==> src/rtl/gcm_pkg.sv <==
// Shared GCM definitions: block type, GHASH reduction constant and the
// GHASH/tag FSM state encoding.
package gcm_pkg;

  localparam int unsigned GCM_BLK_W = 128;
  localparam int unsigned GCM_CNT_W = 32;

  typedef logic [GCM_BLK_W-1:0] gcm_block_t;

  // Reduction constant in GCM bit order (0xE1 followed by 120 zero bits).
  localparam gcm_block_t GCM_R = {8'hE1, 120'd0};

  typedef enum logic [2:0] {
    IDLE    = 3'd0,
    WAIT    = 3'd1,
    MUL     = 3'd2,
    LEN     = 3'd3,
    MUL_LEN = 3'd4,
    DONE    = 3'd5
  } ghash_state_t;

endpackage : gcm_pkg

==> src/rtl/gf128_digit_mul.sv <==
// One DIGIT-bit step of the GF(2^128) shift-and-add multiplier.
// Ports:
//   x_bits   - next DIGIT multiplier bits, MSB processed first
//   z, v     - current accumulator and shifted multiplicand
//   z_next_c - accumulator after the step (combinational)
//   v_next_c - multiplicand after the step (combinational)
module gf128_digit_mul
  import gcm_pkg::*;
#(
  parameter int unsigned DIGIT = 8
) (
  input  logic [DIGIT-1:0] x_bits,
  input  gcm_block_t       z,
  input  gcm_block_t       v,
  output gcm_block_t       z_next_c,
  output gcm_block_t       v_next_c
);

  gcm_block_t z_t;
  gcm_block_t v_t;

  // Bit 127 is GCM bit 0, so a GCM right shift is a plain >> here.
  always_comb begin
    z_t = z;
    v_t = v;
    for (int i = int'(DIGIT) - 1; i >= 0; i--) begin
      if (x_bits[i]) z_t = z_t ^ v_t;
      v_t = v_t[0] ? ((v_t >> 1) ^ GCM_R) : (v_t >> 1);
    end
    z_next_c = z_t;
    v_next_c = v_t;
  end

endmodule : gf128_digit_mul

==> src/rtl/gcm_ghash_tag.sv <==
// GHASH accumulator and GCM tag generator. Ciphertext (and optionally AAD)
// blocks are folded into Y one at a time; on finish the length block is
// hashed and the tag Y ^ E(K,Y0) is strobed out.
// Optional feature macro: GCM_GHASH_AAD_EN adds i_is_aad so blocks can be
// counted toward len(A); without it len(A) is always zero.
// Ports:
//   clk, rst_n          - clock, async active-low reset
//   i_new               - start message: latch i_h / i_ek_y0, clear Y and counts
//   i_h, i_ek_y0        - hash subkey H and E(K,Y0)
//   i_valid, i_block    - input block, taken in WAIT
//   i_is_aad            - (GCM_GHASH_AAD_EN only) block is AAD
//   i_finish            - end of message, taken in WAIT when i_valid is low
//   o_ready             - high only in WAIT
//   o_tag, o_tag_valid  - tag and its one-cycle strobe
module gcm_ghash_tag
  import gcm_pkg::*;
#(
  parameter int unsigned DIGIT = 8
) (
  input  logic       clk,
  input  logic       rst_n,
  input  logic       i_new,
  input  gcm_block_t i_h,
  input  gcm_block_t i_ek_y0,
  input  logic       i_valid,
  input  gcm_block_t i_block,
`ifdef GCM_GHASH_AAD_EN
  input  logic       i_is_aad,
`endif
  input  logic       i_finish,
  output logic       o_ready,
  output gcm_block_t o_tag,
  output logic       o_tag_valid
);

  localparam int unsigned STEPS = GCM_BLK_W / DIGIT;
  localparam int unsigned STEP_W = $clog2(STEPS);

  ghash_state_t          state_q, state_d;
  gcm_block_t            y_q, x_q, z_q, v_q, h_q, ek_q;
  logic [STEP_W-1:0]     step_q;
  logic [GCM_CNT_W-1:0]  cnt_a_q, cnt_c_q;
  logic                  ready_d, tag_valid_d, last_step;
  gcm_block_t            z_next_c, v_next_c, len_blk;

  assign last_step = (step_q == STEP_W'(STEPS - 1));

  // Lengths in bits: block count * 128.
  assign len_blk = {25'd0, cnt_a_q, 7'd0, 25'd0, cnt_c_q, 7'd0};

  gf128_digit_mul #(.DIGIT(DIGIT)) u_digit (
    .x_bits   (x_q[GCM_BLK_W-1 -: DIGIT]),
    .z        (z_q),
    .v        (v_q),
    .z_next_c (z_next_c),
    .v_next_c (v_next_c)
  );

  // State register.
  always_ff @(posedge clk or negedge rst_n) begin
    if (!rst_n) state_q <= IDLE;
    else        state_q <= state_d;
  end

  // Next state and registered-output decode; i_new wins over everything.
  always_comb begin
    state_d     = state_q;
    tag_valid_d = 1'b0;
    if (i_new) begin
      state_d = WAIT;
    end else begin
      case (state_q)
        IDLE:    state_d = IDLE;
        WAIT: begin
          if (i_valid)       state_d = MUL;
          else if (i_finish) state_d = LEN;
        end
        MUL:     if (last_step) state_d = WAIT;
        LEN:     state_d = MUL_LEN;
        MUL_LEN: if (last_step) state_d = DONE;
        DONE: begin
          state_d     = IDLE;
          tag_valid_d = 1'b1;
        end
        default: state_d = IDLE;
      endcase
    end
    ready_d = (state_d == WAIT);
  end

  // Datapath and output registers.
  always_ff @(posedge clk or negedge rst_n) begin
    if (!rst_n) begin
      o_ready     <= 1'b0;
      o_tag_valid <= 1'b0;
      o_tag       <= '0;
      y_q         <= '0;
      x_q         <= '0;
      z_q         <= '0;
      v_q         <= '0;
      h_q         <= '0;
      ek_q        <= '0;
      step_q      <= '0;
      cnt_a_q     <= '0;
      cnt_c_q     <= '0;
    end else begin
      o_ready     <= ready_d;
      o_tag_valid <= tag_valid_d;
      if (tag_valid_d) o_tag <= z_q ^ ek_q;

      if (i_new) begin
        h_q     <= i_h;
        ek_q    <= i_ek_y0;
        y_q     <= '0;
        cnt_a_q <= '0;
        cnt_c_q <= '0;
      end else begin
        case (state_q)
          WAIT: begin
            if (i_valid) begin
              x_q    <= y_q ^ i_block;
              z_q    <= '0;
              v_q    <= h_q;
              step_q <= '0;
`ifdef GCM_GHASH_AAD_EN
              if (i_is_aad) begin
                if (cnt_a_q != '1) cnt_a_q <= cnt_a_q + GCM_CNT_W'(1);
              end else begin
                if (cnt_c_q != '1) cnt_c_q <= cnt_c_q + GCM_CNT_W'(1);
              end
`else
              if (cnt_c_q != '1) cnt_c_q <= cnt_c_q + GCM_CNT_W'(1);
`endif
            end
          end
          LEN: begin
            x_q    <= y_q ^ len_blk;
            z_q    <= '0;
            v_q    <= h_q;
            step_q <= '0;
          end
          MUL, MUL_LEN: begin
            z_q    <= z_next_c;
            v_q    <= v_next_c;
            x_q    <= x_q << DIGIT;
            step_q <= step_q + STEP_W'(1);
            if (last_step) y_q <= z_next_c;
          end
          default: ;
        endcase
      end
    end
  end

endmodule : gcm_ghash_tag

==> config.mk <==
export PLATFORM = sky130hd
export DESIGN_NAME = gcm_ghash_tag
export DESIGN_NICKNAME = d
export VERILOG_FILES = /design/src/rtl/gcm_pkg.sv /design/src/rtl/gf128_digit_mul.sv /design/src/rtl/gcm_ghash_tag.sv
export SDC_FILE = /design/constraint.sdc
export NUM_CORES = 2
export LEC_CHECK = 0
export CAP_MARGIN = 30
export CORE_UTILIZATION = 58
export CTS_CLUSTER_SIZE = 10
export DETAILED_ROUTE_END_ITERATION = 8
export GPL_TIMING_DRIVEN = 0
export HOLD_SLACK_MARGIN = 0.02
export PLACE_DENSITY = 0.81
export SLEW_MARGIN = 5
export SYNTH_ARGS = -nofsm -noshare
export SYNTH_HDL_FRONTEND = slang
export SYNTH_SLANG_ARGS = --single-unit
==> constraint.sdc <==
create_clock -name clk -period 2.65 [get_ports clk]
set_input_delay 0.53 -clock clk [delete_from_list [all_inputs] [get_ports clk]]
set_output_delay 0.53 -clock clk [all_outputs]
set_load 0.03 [all_outputs]
==> impl_results.md <==
* Prevailing post-synth register cell: dfrtp_1
* Post-synth top area share at between 40% and 50%
* Most used cell, CP: xnor2_1
* Antenna viol nets, final at 0
* Clk sink count at ~940
* CP Capture Type: flip-flop
* Gr usage total at between 30% and 40%
* Post-Syn Instances at 5790
* Ports at 519
* Core Area at about 91000 sq um
* Crit path largest cell delay at roughly 0.40 ns
* CTS Buffer Depth at 3
* Final net count at just under 7000
* DIE AREA at 93330 sq um
* Largest delay share family, worst path: buffers and inverters
* DRT iter0 DRCs at slightly below 6000
* Area leader, netlist: dfrtp_1
* Setup TNS at -0.003629 ns
* Synthesis Warnings at 0
* Distinct cells, synth at 50
* Synth top area cells: dfrtp_1, xnor2_1, nand2_1
* Pre-Repair DR Iteration Count at 6
* #FFs+latches synth at around 940
* Via density at between 6 and 7
* Required @ worst endpoint at between 3 and 4 ns
* Worst-path cell chain: buf_2 > clkbuf_2 > buf_8 > clkbuf_2 > nand2_1 > xnor2_1 > xnor2_1 > xnor2_1 > a22o_1
* Layout fillers at 6782
* Row count at 110
* CTS tree: yes
* Setup crit start kind: flip-flop
* Die Y at between 300 and 400 um
* Most instantiated cells after synthesis: nand2_1, dfrtp_1, xnor2_1
* PD cells at roughly 1100 nW/um^2
* Area of the multi-input gates at roughly 28000 sq um
* Crit path max-delay cell type: xnor2_1
* GP Congestion at approximately 0.99
* Worst Hold Slack at 0.4010 ns
* Die width at 305.5 um
* CTS buffer count at ~110
* Crit path DAT at about 3.3 ns
* Slew HR at between 30 and 40%
* Final hold violation count at 0
* Slew Limit Fails at 0
* Fin util at 70.76%
* Post-route met1 wirelength at 72.56 mm
* Worst Tran Pin Value at between 0.9 and 1 ns
* Inst Count DP at around 7500
* Vias at between 40000 and 50000
* Final Critical Period at 2.654 ns
* Area Overhead vs Synth at 19.94%
* Status: finished with violations
* Final number of setup-violating endpoints at 1
* Met2 wire len at approximately 82 mm
* Final Power at approximately 0.073 W
* Highest Clock Rate at around 380 MHz
* Port bufs at roughly 520
* Worst-path clk slew at ~0.06 ns
* Antenna violations before repair at 25
* First-pass GRT wire length at roughly 280 mm
* Largest net degree at the start of global routing at 122
* Final WL at ~180 mm
* Syn Area/Cell at 9.228 sq um
* Residual DRC count at 0
* Total stage count of the critical path at 9
* Met3 routed WL at 20.66 mm
* Maximum fanout along the worst path at 10
* Fin crit share at 100.1%
* Sequential fraction of the synthesis area at between 40% and 50%
* Root Buffer: clkbuf_16
* WL/cell at ~24 um
* Setup WS post-layout at -0.003629 ns
* Final non-filler cell total at 7644
* Worst Path Buf+Inv at 4
* FF/Latch Area at about 23000 sq um
* Post-detail-place hpwl at about 140 mm
* EDFF count, synth at 0
* Top Metal Used: met5
* Post-synthesis instance area at between 50000 and 60000 sq um
* Ys async rst share at 100.0%
* Setup Skew at 0.02409 ns
* Peak supply drop at roughly 700 uV
* Failing checks: negative setup slack
* LEAKAGE at around 26 nW
* Total grt overflow at 0
* Worst min-delay path category: input port to async pin
* Layout cell share with drive strength beyond 1 at 10.11%
* MaxCap Viol Count at 0
* Worst-Skew Late Latency at ~0.7 ns
* Syn_nets at 6181
* Worst setup path class: flip-flop to flip-flop
* Number of global-route vias before repair at around 45000
* R2R depth at 9
* RSZ-0062 raised after global routing: true
* CTS H-Tree Depth at 3
* Top-count cell post-synth: nand2_1
* Starting Density at approximately three fifths
==> power by group <==
group          total (W)  leakage, nW  internal (W)  switching [W]
combinational     0.0399         13.5        0.0167         0.0233
clock             0.0132         1.43       0.00737        0.00581
sequential        0.0201         11.5        0.0174        0.00271
total             0.0732         26.5        0.0414         0.0318
==> cell families after synthesis <==
family	count (synthesis)	share of synthesized area (%)
AO/OA/AOI/OAI	924	12.16
XOR/XNOR	1211	19.89
adder cells (fa/ha/maj)	2	0.04683
buffers and inverters	515	3.902
flip-flops	937	43.89
multiplexers	264	5.546
AND/OR/NAND/NOR	1937	14.56
==> placed cells by master (no fill, tap or decap), types with 6 or more instances in the layout <==
cell type / Yosys / final
clkbuf_4: 0 / 13
buf_2: 111 / 88
buf_4: 3 / 15
nor2_1: 361 / 360
buf_16: 0 / 11
inv_1: 6 / 6
dfrtp_1: 937 / 937
diode_2: 0 / 9
nor3b_1: 89 / 89
o31ai_1: 12 / 12
nand3_1: 28 / 28
and3_1: 6 / 6
nand2_1: 1411 / 1410
xor2_1: 304 / 304
nand4_1: 9 / 9
mux2i_1: 8 / 8
xnor2_1: 904 / 896
buf_1: 121 / 107
xnor2_2: 0 / 8
a22o_1: 235 / 235
buf_6: 0 / 9
a221oi_1: 120 / 92
a221oi_2: 0 / 22
clkbuf_1: 273 / 207
a221oi_4: 0 / 6
clkdlybuf4s50_1: 0 / 516
o221ai_1: 35 / 35
clkbuf_2: 1 / 76
buf_8: 0 / 8
clkbuf_16: 0 / 108
mux2_2: 256 / 256
a21oi_1: 146 / 146
o21ai_0: 203 / 202
a221o_1: 32 / 32
a31oi_1: 121 / 121
==> timing repair <==
| item | CTS | global route |
|---|---|---|
| hold buffers | 1 | 0 |
| gates resized for setup | 89 | 124 |
| gates cloned | 0 | 2 |
| endpoints found under the hold margin | 98 | 0 |
| pin swaps | 0 | 1 |
| buffers inserted | 0 | 2 |
| endpoints found under the setup margin | 641 | 589 |
==> registers in the layout (all words and copies together) (netlist names), 3 cells and up <==
register  count
step_q        4
z_q         128
x_q         128
o_tag       128
state_q       3
v_q         128
ek_q        128
cnt_c_q      32
y_q         128
h_q         128
==> per-layer routing <==
layer  vias to the layer above  global-route usage (%)
met5                         -                       0
met1                     22910                   52.89
li1                      20508                       -
met2                      2681                   60.02
met3                       537                   9.817
met4                        32                   16.62
==> layout make-up <==
class	instances	share of cell area [%]
tap	1176	2.296
timing repair buffer	542	8.884
buffer	504	3.557
clock inverter	11	0.2577
inverter	6	0.03514
antenna	9	0.03514
sequential	937	36.59
clock buffer	121	4.305
multi-input combinational	4338	44.04
==> stage by stage <==
stage	setup WS [ns]	area, sq um
6_report	-0.003629	64080
5_1_grt	-0.03792	64070
3_5_place_dp	-1.298	60510
2_1_floorplan	0.5069	53430
3_3_place_gp	-40.66	60070
4_1_cts	-0.04404	63690
==> path summary, 6_finish.rpt <==
check	startpoint	to	slack (ns)
max	x_q[121]$_DFFE_PN0P_	z_q[17]$_DFFE_PN0P_	-0.004
min	rst_n	o_tag[4]$_DFFE_PN0P_	0.40
max reg2reg	x_q[121]$_DFFE_PN0P_	z_q[17]$_DFFE_PN0P_	-0.004
min reg2reg	x_q[88]$_DFFE_PN0P_	x_q[88]$_DFFE_PN0P_	0.49
max in group asynchronous	rst_n	ek_q[69]$_DFFE_PN0P_	0.38
min in group clk	i_ek_y0[84]	ek_q[84]$_DFFE_PN0P_	0.42
Power figures use the tool's default switching activity.
